===== src/rtl/qubit_coord_decoder.sv =====
// qubit_coord_decoder: maps a camera spot centroid (x, y) back onto the
// GRID_ROWS x GRID_COLS qubit lattice. A fixed N-cycle repeated-subtract
// divide finds the lattice cell on each axis, then the remainder is
// checked against TOLERANCE around the site centre to decide hit/miss.
module qubit_coord_decoder #(
  parameter int COORD_WIDTH   = 10,
  parameter int GRID_COLS     = 10,
  parameter int GRID_ROWS     = 10,
  parameter int QUBIT_START_X = 100,
  parameter int QUBIT_START_Y = 100,
  parameter int QUBIT_SPACING = 20,
  parameter int TOLERANCE     = 4,
  parameter int IDX_W         = $clog2(GRID_COLS*GRID_ROWS)
) (
  input  logic                          i_clk,
  input  logic                          i_rst_n,
  input  logic                          i_coord_valid,
  output logic                          o_coord_ready,
  input  logic [COORD_WIDTH-1:0]        i_x,
  input  logic [COORD_WIDTH-1:0]        i_y,
  output logic                          o_result_valid,
  input  logic                          i_result_ready,
  output logic                          o_hit,
  output logic [IDX_W-1:0]              o_index,
  output logic [$clog2(GRID_ROWS)-1:0]  o_row,
  output logic [$clog2(GRID_COLS)-1:0]  o_col
);

  localparam int HALF  = QUBIT_SPACING / 2;
  localparam int N     = (GRID_COLS > GRID_ROWS) ? GRID_COLS : GRID_ROWS;
  localparam int SW    = COORD_WIDTH + 2;
  localparam int QW    = $clog2(N + 1);
  localparam int CNTW  = $clog2(N + 1);
  localparam int ROW_W = $clog2(GRID_ROWS);
  localparam int COL_W = $clog2(GRID_COLS);

  localparam logic signed [SW-1:0] SPACING_S = SW'(QUBIT_SPACING);
  localparam logic signed [SW-1:0] HALF_S    = SW'(HALF);
  localparam logic signed [SW-1:0] TOL_S     = SW'(TOLERANCE);
  localparam logic signed [SW-1:0] START_X_S = SW'(QUBIT_START_X);
  localparam logic signed [SW-1:0] START_Y_S = SW'(QUBIT_START_Y);

  typedef enum logic [1:0] {IDLE, DIV, CHECK, OUT} state_t;

  state_t state, next_state;

  logic                 bx_neg, by_neg;
  logic signed [SW-1:0] rx, ry;
  logic [QW-1:0]        qx, qy;
  logic [CNTW-1:0]      cnt;

  logic signed [SW-1:0] cap_x, cap_y;
  logic signed [SW-1:0] offx, offy;
  logic                 hit_c;

  // Base offsets: shifting by HALF puts each site centre in the middle of a cell
  always_comb begin
    cap_x = $signed({2'b00, i_x}) + HALF_S - START_X_S;
    cap_y = $signed({2'b00, i_y}) + HALF_S - START_Y_S;
  end

  // State register
  always_ff @(posedge i_clk or negedge i_rst_n) begin
    if (!i_rst_n) state <= IDLE;
    else          state <= next_state;
  end

  // Next-state logic
  always_comb begin
    next_state = state;
    case (state)
      IDLE:    if (i_coord_valid)       next_state = DIV;
      DIV:     if (cnt == CNTW'(N - 1)) next_state = CHECK;
      CHECK:                            next_state = OUT;
      OUT:     if (i_result_ready)      next_state = IDLE;
      default:                          next_state = IDLE;
    endcase
  end

  // Handshake outputs decoded from state
  always_comb begin
    o_coord_ready  = (state == IDLE);
    o_result_valid = (state == OUT);
  end

  // Hit test on the final remainders and quotients
  always_comb begin
    offx  = rx - HALF_S;
    offy  = ry - HALF_S;
    hit_c = !bx_neg && !by_neg &&
            (rx < SPACING_S) && (ry < SPACING_S) &&
            (qx < QW'(GRID_COLS)) && (qy < QW'(GRID_ROWS)) &&
            (offx >= -TOL_S) && (offx <= TOL_S) &&
            (offy >= -TOL_S) && (offy <= TOL_S);
  end

  // Capture, iterative divide and result registers
  always_ff @(posedge i_clk or negedge i_rst_n) begin
    if (!i_rst_n) begin
      bx_neg  <= 1'b0;
      by_neg  <= 1'b0;
      rx      <= '0;
      ry      <= '0;
      qx      <= '0;
      qy      <= '0;
      cnt     <= '0;
      o_hit   <= 1'b0;
      o_index <= '0;
      o_row   <= '0;
      o_col   <= '0;
    end else begin
      case (state)
        IDLE: begin
          if (i_coord_valid) begin
            bx_neg <= cap_x[SW-1];
            by_neg <= cap_y[SW-1];
            rx     <= cap_x;
            ry     <= cap_y;
            qx     <= '0;
            qy     <= '0;
            cnt    <= '0;
          end
        end
        DIV: begin
          cnt <= cnt + 1'b1;
          // Negative remainders fail the signed compare and are left untouched
          if (rx >= SPACING_S) begin
            rx <= rx - SPACING_S;
            qx <= qx + 1'b1;
          end
          if (ry >= SPACING_S) begin
            ry <= ry - SPACING_S;
            qy <= qy + 1'b1;
          end
        end
        CHECK: begin
          o_hit <= hit_c;
          if (hit_c) begin
            o_row   <= ROW_W'(qy);
            o_col   <= COL_W'(qx);
            o_index <= IDX_W'(qy) * IDX_W'(GRID_COLS) + IDX_W'(qx);
          end else begin
            o_row   <= '0;
            o_col   <= '0;
            o_index <= '0;
          end
        end
        default: ;
      endcase
    end
  end

endmodule


===== config.mk =====
export PLATFORM = sky130hd
export DESIGN_NAME = qubit_coord_decoder
export DESIGN_NICKNAME = d
export VERILOG_FILES = /design/src/rtl/qubit_coord_decoder.sv
export SDC_FILE = /design/constraint.sdc
export NUM_CORES = 1
export LEC_CHECK = 0
export CAP_MARGIN = 20
export CORE_ASPECT_RATIO = 2
export CORE_MARGIN = 2
export CORE_UTILIZATION = 62
export DETAILED_ROUTE_END_ITERATION = 7
export PLACE_DENSITY_LB_ADDON = 0.12
export SYNTH_ARGS = -nofsm -noshare
export SYNTH_HDL_FRONTEND = slang
export SYNTH_SLANG_ARGS = --single-unit

===== constraint.sdc =====
create_clock -name i_clk -period 5.9 [get_ports i_clk]
set_input_delay 1.18 -clock i_clk [delete_from_list [all_inputs] [get_ports i_clk]]
set_output_delay 1.18 -clock i_clk [all_outputs]
set_load 0.005 [all_outputs]

==> impl_metrics.tcl <==
set metrics [dict create \
    synthesis.nets 512 \
    seqCellArea_um2 1380 \
    syn_area_um2 4010 \
    rows 41 \
    die_w_um 60.8 \
    crit_fanout 15 \
    layout_commonest_cell "dfrtp_1" \
    synth_area_per_cell_um2 8.71 \
    multi_input_area_um2 2410 \
    maxCapViolations 0 \
    fin_nets 538 \
    worstRegToRegCells 8 \
    max-slew-margin-rel 0.351 \
    cp-end-kind "flop" \
    clkTransAtPathRegs_ns 0.08 \
    r2r-start "rx[2]$_DFFE_PN0P_" \
    synthCells 460 \
    cts_made_buffers 5 \
    first_iter_violations 200 \
    grt_first_pass_wirelength_mm 15.9 \
    wl_per_cell_um 16.3 \
    whs_endpoint "bx_neg$_DFFE_PN0P_" \
    viasPerCell 6.31 \
    synth_seq_cells 55 \
    max_freq_mhz 314 \
    htreeDepth 2 \
    critPathMaxStageDelay_ns 0.64 \
    tightest_slew_ns 0.968 \
    synth-edff-count 0 \
    instances_no_fill 573 \
    synthFlopType "dfrtp_1" \
    drc 0 \
    rsz0062_at_grt "no" \
    synth_warnings 0 \
    r2r_end "o_index[0]$_DFFE_PN0P_" \
    core_area_um2 6260 \
    place_inst 564 \
    drive_gt1_frac 0.0657 \
    final_hold_viol_count 0 \
    finalMaxSlewViolations 0 \
    p_per_area_nw_per_um2 460 \
    clock_latency_ns 0.30 \
    ir_drop_mv 0.374 \
    grt_overflow 0 \
    fin_skew_ns 0.00572 \
    min_path_cells 2 \
    first_global_vias 3501 \
    cts_sinks 55 \
    cts_tree "built" \
    antenna_found_initial 0 \
    worstPathCellList "inv_1, ha_1, a211oi_1, nand3b_1, xor2_1, or4_4, a221oi_4, a22o_1" \
    crit_family "compound AO/OA/AOI/OAI gates" \
    layout_common_cells "dfrtp_1 (55), nand2_1 (47), o21ai_0 (40), clkdlybuf4s50_1 (40), nor2_1 (37)" \
    place_area_um2 4420 \
    die-height_um 118 \
    seq_area_frac_synth 0.344 \
    finalSetupTns_ns 0 \
    arrival_ns 3.42 \
    synth_cell_types 67 \
    initial_core_util 0.640 \
    cts_root_buffer "clkbuf_16" \
    setup_viol_count_final 0 \
    grt_max_degree 56 \
    hold_buffers 0 \
    period_needed_ns 3.18 \
    dieArea_um2 7160 \
    criticalPathCategory "reg -> reg" \
    cp_slowest_cell "a221oi_4" \
    boundaryPins 42 \
    cts_buffer_depth 2 \
    area.growth.synth_to_final_pct 14.3 \
    grt_use_total 0.284 \
    fill_cells 501 \
    postCtsSetupRepairBufs 0 \
    period_share 0.539 \
    min_from "bx_neg$_DFFE_PN0P_" \
    status "finished, final reports clean" \
    routed_wl_mm 9.34 \
    cts_resized 0 \
    port_buffers 41 \
    p_leak_uw 0.00199 \
    gp_congestion 0.886 \
    hold_ws_ns 0.491 \
    hold_path.class "reg -> reg" \
    path_buf_inv 1 \
    dr.pass1.iters 5 \
    finalInstanceArea_um2 4580 \
    ys_async_sr_fraction 1.00 \
    postRouteAntennaNets 0 \
    required_ns 6.14 \
    rrSetupSlack_ns 2.72 \
    vias 3615 \
    dpl.hpwl_mm 6.91 \
    antennaDiodeCount 0 \
    crit_path_start_kind "flop" \
]
-- cell usage after synthesis, drive strengths merged (6+ instances only) --
master  number  area (um^2)
dfrtp       55         1380
nand2       47          176
nand3       13         65.1
inv         25         93.8
a21oi       23          115
a22o        17          160
o21ai       41          205
xor2        12          105
nor3        12         60.1
nor2        37          139
nor2b        6         37.5
clkbuf      19         71.3
buf          7         55.1
ha          26          325
a221oi       7         78.8
nand2b       6         37.5
xnor2       13          114
-- layout make-up --
| type | instances | share of cell area |
|---|---|---|
| timing repair buffer | 45 | 0.0951 |
| tap | 86 | 0.0235 |
| inverter | 25 | 0.0205 |
| sequential | 55 | 0.301 |
| clock buffer | 5 | 0.0273 |
| clock inverter | 3 | 0.00683 |
| multi-input combinational | 354 | 0.526 |
-- kinds of logic (layout without fill, tap and decap cells) --
| family | count (synthesis) | after routing | share of synthesized area |
|---|---|---|---|
| simple gates | 158 | 158 | 0.201 |
| xor+xnor | 25 | 25 | 0.0547 |
| compound gates | 140 | 140 | 0.247 |
| flops | 55 | 55 | 0.344 |
| buf+inv | 51 | 78 | 0.0550 |
| fa+ha+maj | 28 | 28 | 0.0912 |
| mux | 3 | 3 | 0.00750 |
-- worst register-to-register path, delay by kind of cell (launching register included) --
family,cells,cell delay (ns)
AO/OA/AOI/OAI,3,1.45
XOR/XNOR,1,0.19
adder cells (fa/ha/maj),1,0.24
buffers and inverters,1,0.13
flip-flops,1,0.44
AND/OR/NAND/NOR,2,0.66
-- worst max-delay path by stage --
stage,depth (start not counted),to,slack [ns],start
global placement,6,ry[9]$_DFFE_PN0P_,2.66,i_coord_valid
global route,8,o_row[0]$_DFFE_PN0P_,2.55,rx[2]$_DFFE_PN0P_
detailed placement,6,ry[9]$_DFFE_PN0P_,2.64,i_coord_valid
finish,8,o_index[0]$_DFFE_PN0P_,2.72,rx[2]$_DFFE_PN0P_
CTS,8,o_index[1]$_DFFE_PN0P_,2.74,rx[2]$_DFFE_PN0P_
floorplan,7,rx[11]$_DFFE_PN0P_,3.23,i_coord_valid
-- report_power, final --
group / internal [uW] / switching (uW)
registers: 497 / 220
logic: 429 / 639
clock network: 165 / 156
-- state kept, by name, summed over array words and instances (netlist names) --
signal and cells:
rx 12, ry 12, o_index 7, cnt 4
o_row 4, qx 4, qy 4, o_col 3
state 2, bx_neg 1, by_neg 1, o_hit 1
-- metrics by stage --
stage / util / power, uW / setup WS, ns
floorplan: - / 1490 / 3.23
global placement: 0.706 / 1720 / 2.66
detailed placement: 0.706 / 1770 / 2.64
CTS: 0.731 / 2090 / 2.74
global route: 0.732 / 2280 / 2.55
finish: 0.732 / 2110 / 2.72
-- per-layer routing --
layer / global-route usage / part of all wire
met1: 0.328 / 0.37
met2: 0.481 / 0.54
met3: 0.0495 / 0.048
met4: 0.136 / 0.037
met5: 0 / 0
Power figures use the tool's default switching activity.
